--- src/rtl/mem_access_ctrl_if.sv ---
// Bundles the request/response handshake and the memory-side bus of mem_access_ctrl.
// The master modport is the requester plus memory environment; the slave modport is the controller.
interface mem_access_ctrl_if #(
   parameter int DATA_W = 16,
   parameter int ADDR_W = 16
);
   logic              req_valid;
   logic              req_ready;
   logic              req_write;
   logic [ADDR_W-1:0] req_addr;
   logic [DATA_W-1:0] req_wdata;
   logic              rsp_valid;
   logic [DATA_W-1:0] rsp_data;
   logic              rsp_err;
   logic              MemRead;
   logic              MemWrite;
   logic [ADDR_W-1:0] MemIn;
   logic [DATA_W-1:0] WriteData;
   logic [DATA_W-1:0] MemOut;

   modport master (
      output req_valid, req_write, req_addr, req_wdata, MemOut,
      input  req_ready, rsp_valid, rsp_data, rsp_err,
      input  MemRead, MemWrite, MemIn, WriteData
   );

   modport slave (
      input  req_valid, req_write, req_addr, req_wdata, MemOut,
      output req_ready, rsp_valid, rsp_data, rsp_err,
      output MemRead, MemWrite, MemIn, WriteData
   );
endinterface

--- src/rtl/mem_access_ctrl.sv ---
// Single-outstanding memory access controller with registered strobes and a stretchable access phase.
// Define MEMCTRL_ADDR_CHECK_EN to reject addresses >= DEPTH with rsp_err instead of touching memory.
module mem_access_ctrl #(
   parameter int DATA_W      = 16,
   parameter int ADDR_W      = 16,
   parameter int DEPTH       = 256,
   parameter int WAIT_CYCLES = 1
) (
   input logic             clock,
   input logic             reset,
   mem_access_ctrl_if.slave bus
);
   typedef enum logic [1:0] {IDLE, ACCESS, RESP} state_t;

   localparam logic [3:0] LAST_COUNT = 4'(WAIT_CYCLES);

   state_t            state, state_n;
   logic [3:0]        count, count_n;
   logic              mem_read, mem_read_n;
   logic              mem_write, mem_write_n;
   logic [ADDR_W-1:0] mem_in, mem_in_n;
   logic [DATA_W-1:0] write_data, write_data_n;
   logic [DATA_W-1:0] rsp_data, rsp_data_n;
   logic              rsp_err, rsp_err_n;
   logic              addr_bad;

`ifdef MEMCTRL_ADDR_CHECK_EN
   assign addr_bad = (32'(bus.req_addr) >= 32'(DEPTH));
`else
   logic [31:0] depth_unused;
   assign depth_unused = 32'(DEPTH);
   assign addr_bad     = 1'b0;
`endif

   // Every memory-facing output is a flop so the strobes never glitch.
   always_ff @(posedge clock or posedge reset) begin
      if (reset) begin
         state      <= IDLE;
         count      <= 4'd0;
         mem_read   <= 1'b0;
         mem_write  <= 1'b0;
         mem_in     <= '0;
         write_data <= '0;
         rsp_data   <= '0;
         rsp_err    <= 1'b0;
      end else begin
         state      <= state_n;
         count      <= count_n;
         mem_read   <= mem_read_n;
         mem_write  <= mem_write_n;
         mem_in     <= mem_in_n;
         write_data <= write_data_n;
         rsp_data   <= rsp_data_n;
         rsp_err    <= rsp_err_n;
      end
   end

   always_comb begin
      state_n      = state;
      count_n      = count;
      mem_read_n   = mem_read;
      mem_write_n  = mem_write;
      mem_in_n     = mem_in;
      write_data_n = write_data;
      rsp_data_n   = rsp_data;
      rsp_err_n    = 1'b0;
      case (state)
         IDLE: begin
            if (bus.req_valid) begin
               if (addr_bad) begin
                  state_n   = RESP;
                  rsp_err_n = 1'b1;
               end else begin
                  state_n      = ACCESS;
                  count_n      = 4'd0;
                  mem_read_n   = !bus.req_write;
                  mem_write_n  = bus.req_write;
                  mem_in_n     = bus.req_addr;
                  write_data_n = bus.req_wdata;
               end
            end
         end
         ACCESS: begin
            // Strobes drop and read data is captured on the same edge that leaves ACCESS.
            if (count == LAST_COUNT) begin
               state_n     = RESP;
               mem_read_n  = 1'b0;
               mem_write_n = 1'b0;
               if (mem_read) begin
                  rsp_data_n = bus.MemOut;
               end
            end else begin
               count_n = count + 4'd1;
            end
         end
         RESP: begin
            state_n = IDLE;
         end
         default: begin
            state_n = IDLE;
         end
      endcase
   end

   assign bus.req_ready = (state == IDLE);
   assign bus.rsp_valid = (state == RESP);
   assign bus.rsp_data  = rsp_data;
   assign bus.rsp_err   = rsp_err;
   assign bus.MemRead   = mem_read;
   assign bus.MemWrite  = mem_write;
   assign bus.MemIn     = mem_in;
   assign bus.WriteData = write_data;
endmodule

--- src/flat_wrapper.sv ---
// flat-port wrapper written by rule: the top's interface ports become plain ports
module mem_access_ctrl_flat 
#(
   parameter int DATA_W      = 16,
   parameter int ADDR_W      = 16,
   parameter int DEPTH       = 256,
   parameter int WAIT_CYCLES = 1
)
  (clock, reset, bus_req_valid, bus_req_write, bus_req_addr, bus_req_wdata, bus_MemOut, bus_req_ready, bus_rsp_valid, bus_rsp_data, bus_rsp_err, bus_MemRead, bus_MemWrite, bus_MemIn, bus_WriteData);
  mem_access_ctrl_if #(.DATA_W(DATA_W), .ADDR_W(ADDR_W)) bus_i ();
  input logic clock;
  input logic reset;
  input wire logic [$bits(bus_i.req_valid)-1:0] bus_req_valid;
  input wire logic [$bits(bus_i.req_write)-1:0] bus_req_write;
  input wire logic [$bits(bus_i.req_addr)-1:0] bus_req_addr;
  input wire logic [$bits(bus_i.req_wdata)-1:0] bus_req_wdata;
  input wire logic [$bits(bus_i.MemOut)-1:0] bus_MemOut;
  output wire logic [$bits(bus_i.req_ready)-1:0] bus_req_ready;
  output wire logic [$bits(bus_i.rsp_valid)-1:0] bus_rsp_valid;
  output wire logic [$bits(bus_i.rsp_data)-1:0] bus_rsp_data;
  output wire logic [$bits(bus_i.rsp_err)-1:0] bus_rsp_err;
  output wire logic [$bits(bus_i.MemRead)-1:0] bus_MemRead;
  output wire logic [$bits(bus_i.MemWrite)-1:0] bus_MemWrite;
  output wire logic [$bits(bus_i.MemIn)-1:0] bus_MemIn;
  output wire logic [$bits(bus_i.WriteData)-1:0] bus_WriteData;
  assign bus_i.req_valid = bus_req_valid;
  assign bus_i.req_write = bus_req_write;
  assign bus_i.req_addr = bus_req_addr;
  assign bus_i.req_wdata = bus_req_wdata;
  assign bus_i.MemOut = bus_MemOut;
  assign bus_req_ready = bus_i.req_ready;
  assign bus_rsp_valid = bus_i.rsp_valid;
  assign bus_rsp_data = bus_i.rsp_data;
  assign bus_rsp_err = bus_i.rsp_err;
  assign bus_MemRead = bus_i.MemRead;
  assign bus_MemWrite = bus_i.MemWrite;
  assign bus_MemIn = bus_i.MemIn;
  assign bus_WriteData = bus_i.WriteData;
  mem_access_ctrl #(.DATA_W(DATA_W), .ADDR_W(ADDR_W), .DEPTH(DEPTH), .WAIT_CYCLES(WAIT_CYCLES)) u_core (.clock(clock), .reset(reset), .bus(bus_i));
endmodule
--- config.mk ---
export PLATFORM = sky130hd
export DESIGN_NAME = mem_access_ctrl_flat
export DESIGN_NICKNAME = d
export VERILOG_FILES = /design/src/rtl/mem_access_ctrl_if.sv /design/src/rtl/mem_access_ctrl.sv /design/src/flat_wrapper.sv
export SDC_FILE = /design/constraint.sdc
export NUM_CORES = 1
export LEC_CHECK = 0
export CORE_MARGIN = 5
export CORE_UTILIZATION = 37
export DETAILED_ROUTE_END_ITERATION = 10
export PLACE_DENSITY = 0.87
export RECOVER_POWER = 50
export SLEW_MARGIN = 20
export SYNTH_ARGS = -nofsm -noshare
export SYNTH_HDL_FRONTEND = slang
export SYNTH_SLANG_ARGS = --single-unit
--- constraint.sdc ---
create_clock -name clock -period 1.85 [get_ports clock]
set_clock_uncertainty 0.1 [all_clocks]
set_input_delay 0.37 -clock clock [delete_from_list [all_inputs] [get_ports clock]]
set_output_delay 0.37 -clock clock [all_outputs]
set_load 0.01 [all_outputs]
==> flow_summary.toml <==
[critical_path]
cp-end-kind = "primary output"
critPathMaxFanout = 3
critical_path_class = "reg2out"
cp_cell_sequence = "clkdlybuf4s50_1"
worst_path_dominant_cell_family = "buffers and inverters"
worstPathRequired_ns = 1.38
cp.buffers_inverters = 1
crit_arrival_ns = 1.30
start_kind = "flip-flop"
crit_slowest_cell = "clkdlybuf4s50_1"
max_stage_delay_ns = 0.57

[detailed_routing]
post_drt_wl_per_cell_um = 14.5
via_count = 1836
dr_wl_met2_um = 3110
drt_iter0_drc = 59
ant_nets = 0
first_pass_iters = 4
wl_met3_um = 427
routed_wl_um = 5790
via_per_inst = 4.59
routedLengthMet1_um = 2210
top_layer = "met4"
drc = 0

[die]
ios = 105
start_util_pct = 38.5
core_area_mm2 = 0.00599
rows = 28
chipWidth_um = 89.0
dieHeight_um = 89.0
die_area_mm2 = 0.00792

[grt]
antenna_found_initial = 0
grt.total_usage_pct = 14.9
grt_overflow = 0
grt_max_degree = 57
first_global_vias = 1961
grt_pass1_wl_um = 9250

[logic_synthesis]
async_flop_share_pct = 100
syn_inst = 214
syn-cell-area_mm2 = 0.00231
ys.flop_type = "dfrtp_1"
syn_nets = 268
synth_top_cell_by_area = "dfrtp_1"
synth_edf_count = 0
synth_cell_types = 29
synth.yosys.seq_area_share_pct = 60.7
ys_seq_elements = 56
synthTopCellsByCount = "nand2_1 (100), dfrtp_1 (56), mux2_4 (10)"
synth_top_area_share_pct = 60.7
avgSynthCellArea_um2 = 10.8
ys_top_cells_by_area = "dfrtp_1 (61%), nand2_1 (16%), mux2_4 (6.5%)"
yosysMostFrequentCell = "nand2_1"
synth-warning-count = 0

[placed_design]
numPortBuffers = 103
place_inst = 391
gp_congestion = 0.704
place_ws_ns = -0.0444
dpl.hpwl_um = 4330

[clock_tree]
cts_buffer_depth = 2
cts_buffers = 5
clk_pin_slew_ns = 0.10
htree_levels = 2
cts_root_buffer = "clkbuf_8"
tritoncts = "built"
worstSkewPairLatency_ns = 0.30
cts.sinks = 56

[timing]
hold_violations = 0
holdWs_ns = 0.381
fin_ws_ns = 0.0794
worstMarginPinSlew_ns = 0.753
drv_slew = 0
relSlewSlack_pct = 49.8
rsz0062_at_grt = "no"
setup_viol = 0
period_share_pct = 95.7
clock.fmax_mhz = 565
period_needed_ns = 1.77

[outcome]
status = "complete, no violations"

[min_path]
min_path_type = "reg2reg"

[pwr]
power.total_mw = 5.75
leakage_nw = 1.68
power.density_mw_per_mm2 = 1630
ir_drop_mv = 0.718

[cells_and_area]
n_antenna_cell = 0
drive_gt1_share_pct = 10.5
areaGrowthSynthToFinish_pct = 52.7
final_util_pct = 58.9
final_nets = 378
final-instance-count-excl-fill = 400

[job]
drv_cap = 0
layer usage:
metal / track usage (%) / vias to the layer above
met4: 3.65 / 0
met1: 17.1 / 881
met5: 0 / -
met2: 27.7 / 56
met3: 3.96 / 5
li1: - / 894
cell type report:
cell class / instances / area (µm²)
Clock buffer: 6 / 72.6
Sequential cell: 56 / 1400
Fill cell: 505 / 2460
Timing Repair Buffer: 113 / 1110
Clock inverter: 2 / 35.0
Inverter: 3 / 11.3
Multi-Input combinational cell: 145 / 803
Tap cell: 75 / 93.8
report_power, final:
group          switching [mW]  internal [mW]  leakage [nW]
clock network           0.385          0.403        0.0552
logic                    1.20           1.58         0.937
registers               0.360           1.82         0.685
total                    1.95           3.80          1.68
per-stage QoR:
stage | cell area (µm²) | TNS (ns)
6_report | 3530 | 0
5_1_grt | 3530 | 0
4_1_cts | 3570 | 0
3_5_place_dp | 3450 | -0.524
3_3_place_gp | 3450 | 0
2_1_floorplan | 2310 | 0
sequential cells by signal, indices dropped and copies added, names as in the netlist:
register	flops
u_core.bus.WriteData	16
u_core.bus.MemWrite	1
u_core.bus.rsp_data	16
u_core.state	2
u_core.count	4
u_core.bus.MemIn	16
u_core.bus.MemRead	1
what timing repair did:
action	CTS	global route
gates resized for setup	2	0
setup endpoints to repair	18	0
hold buffers	0	0
setup buffers	1	0
logic make-up (layout without fill, tap and decap cells):
group	Yosys count	after routing	share of synthesized area [%]
buffers and inverters	13	124	4.12
adders and majority gates	2	2	1.08
and+or+nand+nor	117	117	22.0
other	1	1	0.162
AOI/OAI and AO/OA	9	9	2.55
DFF	56	56	60.7
muxes	16	16	9.43
worst reg2reg max path, stage by stage (launching register included):
cell and delay, ns:
dfrtp_1 0.42, inv_1 0.09, ha_1 0.19, nor2b_2 0.22
nand4_4 0.10, buf_12 0.18, mux2_4 0.31
path summary, 6_finish.rpt:
path | from | to | slack, ns | cells after the start
worst min-delay path | u_core.bus.WriteData[8]$_DFFE_PP0P_ | u_core.bus.WriteData[8]$_DFFE_PP0P_ | 0.38 | 2
worst max-delay path | u_core.bus.MemRead$_DFFE_PP0P_ | bus_MemRead | 0.08 | 1
max in group asynchronous | reset | u_core.bus.WriteData[5]$_DFFE_PP0P_ | 0.51 | 3
worst max register to register | u_core.count[1]$_DFFE_PP0P_ | u_core.bus.rsp_data[7]$_DFFE_PP0P_ | 0.13 | 6
min in group asynchronous | reset | u_core.bus.rsp_data[7]$_DFFE_PP0P_ | 0.64 | 3
worst min register to register | u_core.bus.WriteData[8]$_DFFE_PP0P_ | u_core.bus.WriteData[8]$_DFFE_PP0P_ | 0.38 | 2
cells in the final DEF (no fill, tap or decap), types with 2 or more instances in the layout:
master	n
dfrtp_1	56
mux2_4	10
nor2_1	2
clkbuf_8	5
o21ai_0	5
ha_1	2
mux2_2	6
nand3_1	3
clkdlybuf4s50_1	100
clkbuf_1	3
dlygate4sd2_1	2
clkbuf_4	2
nand2_1	100
nor2b_1	2
inv_1	2
nor3b_1	2
buf_4	5
Note: power is estimated with default switching activity, not from simulation.
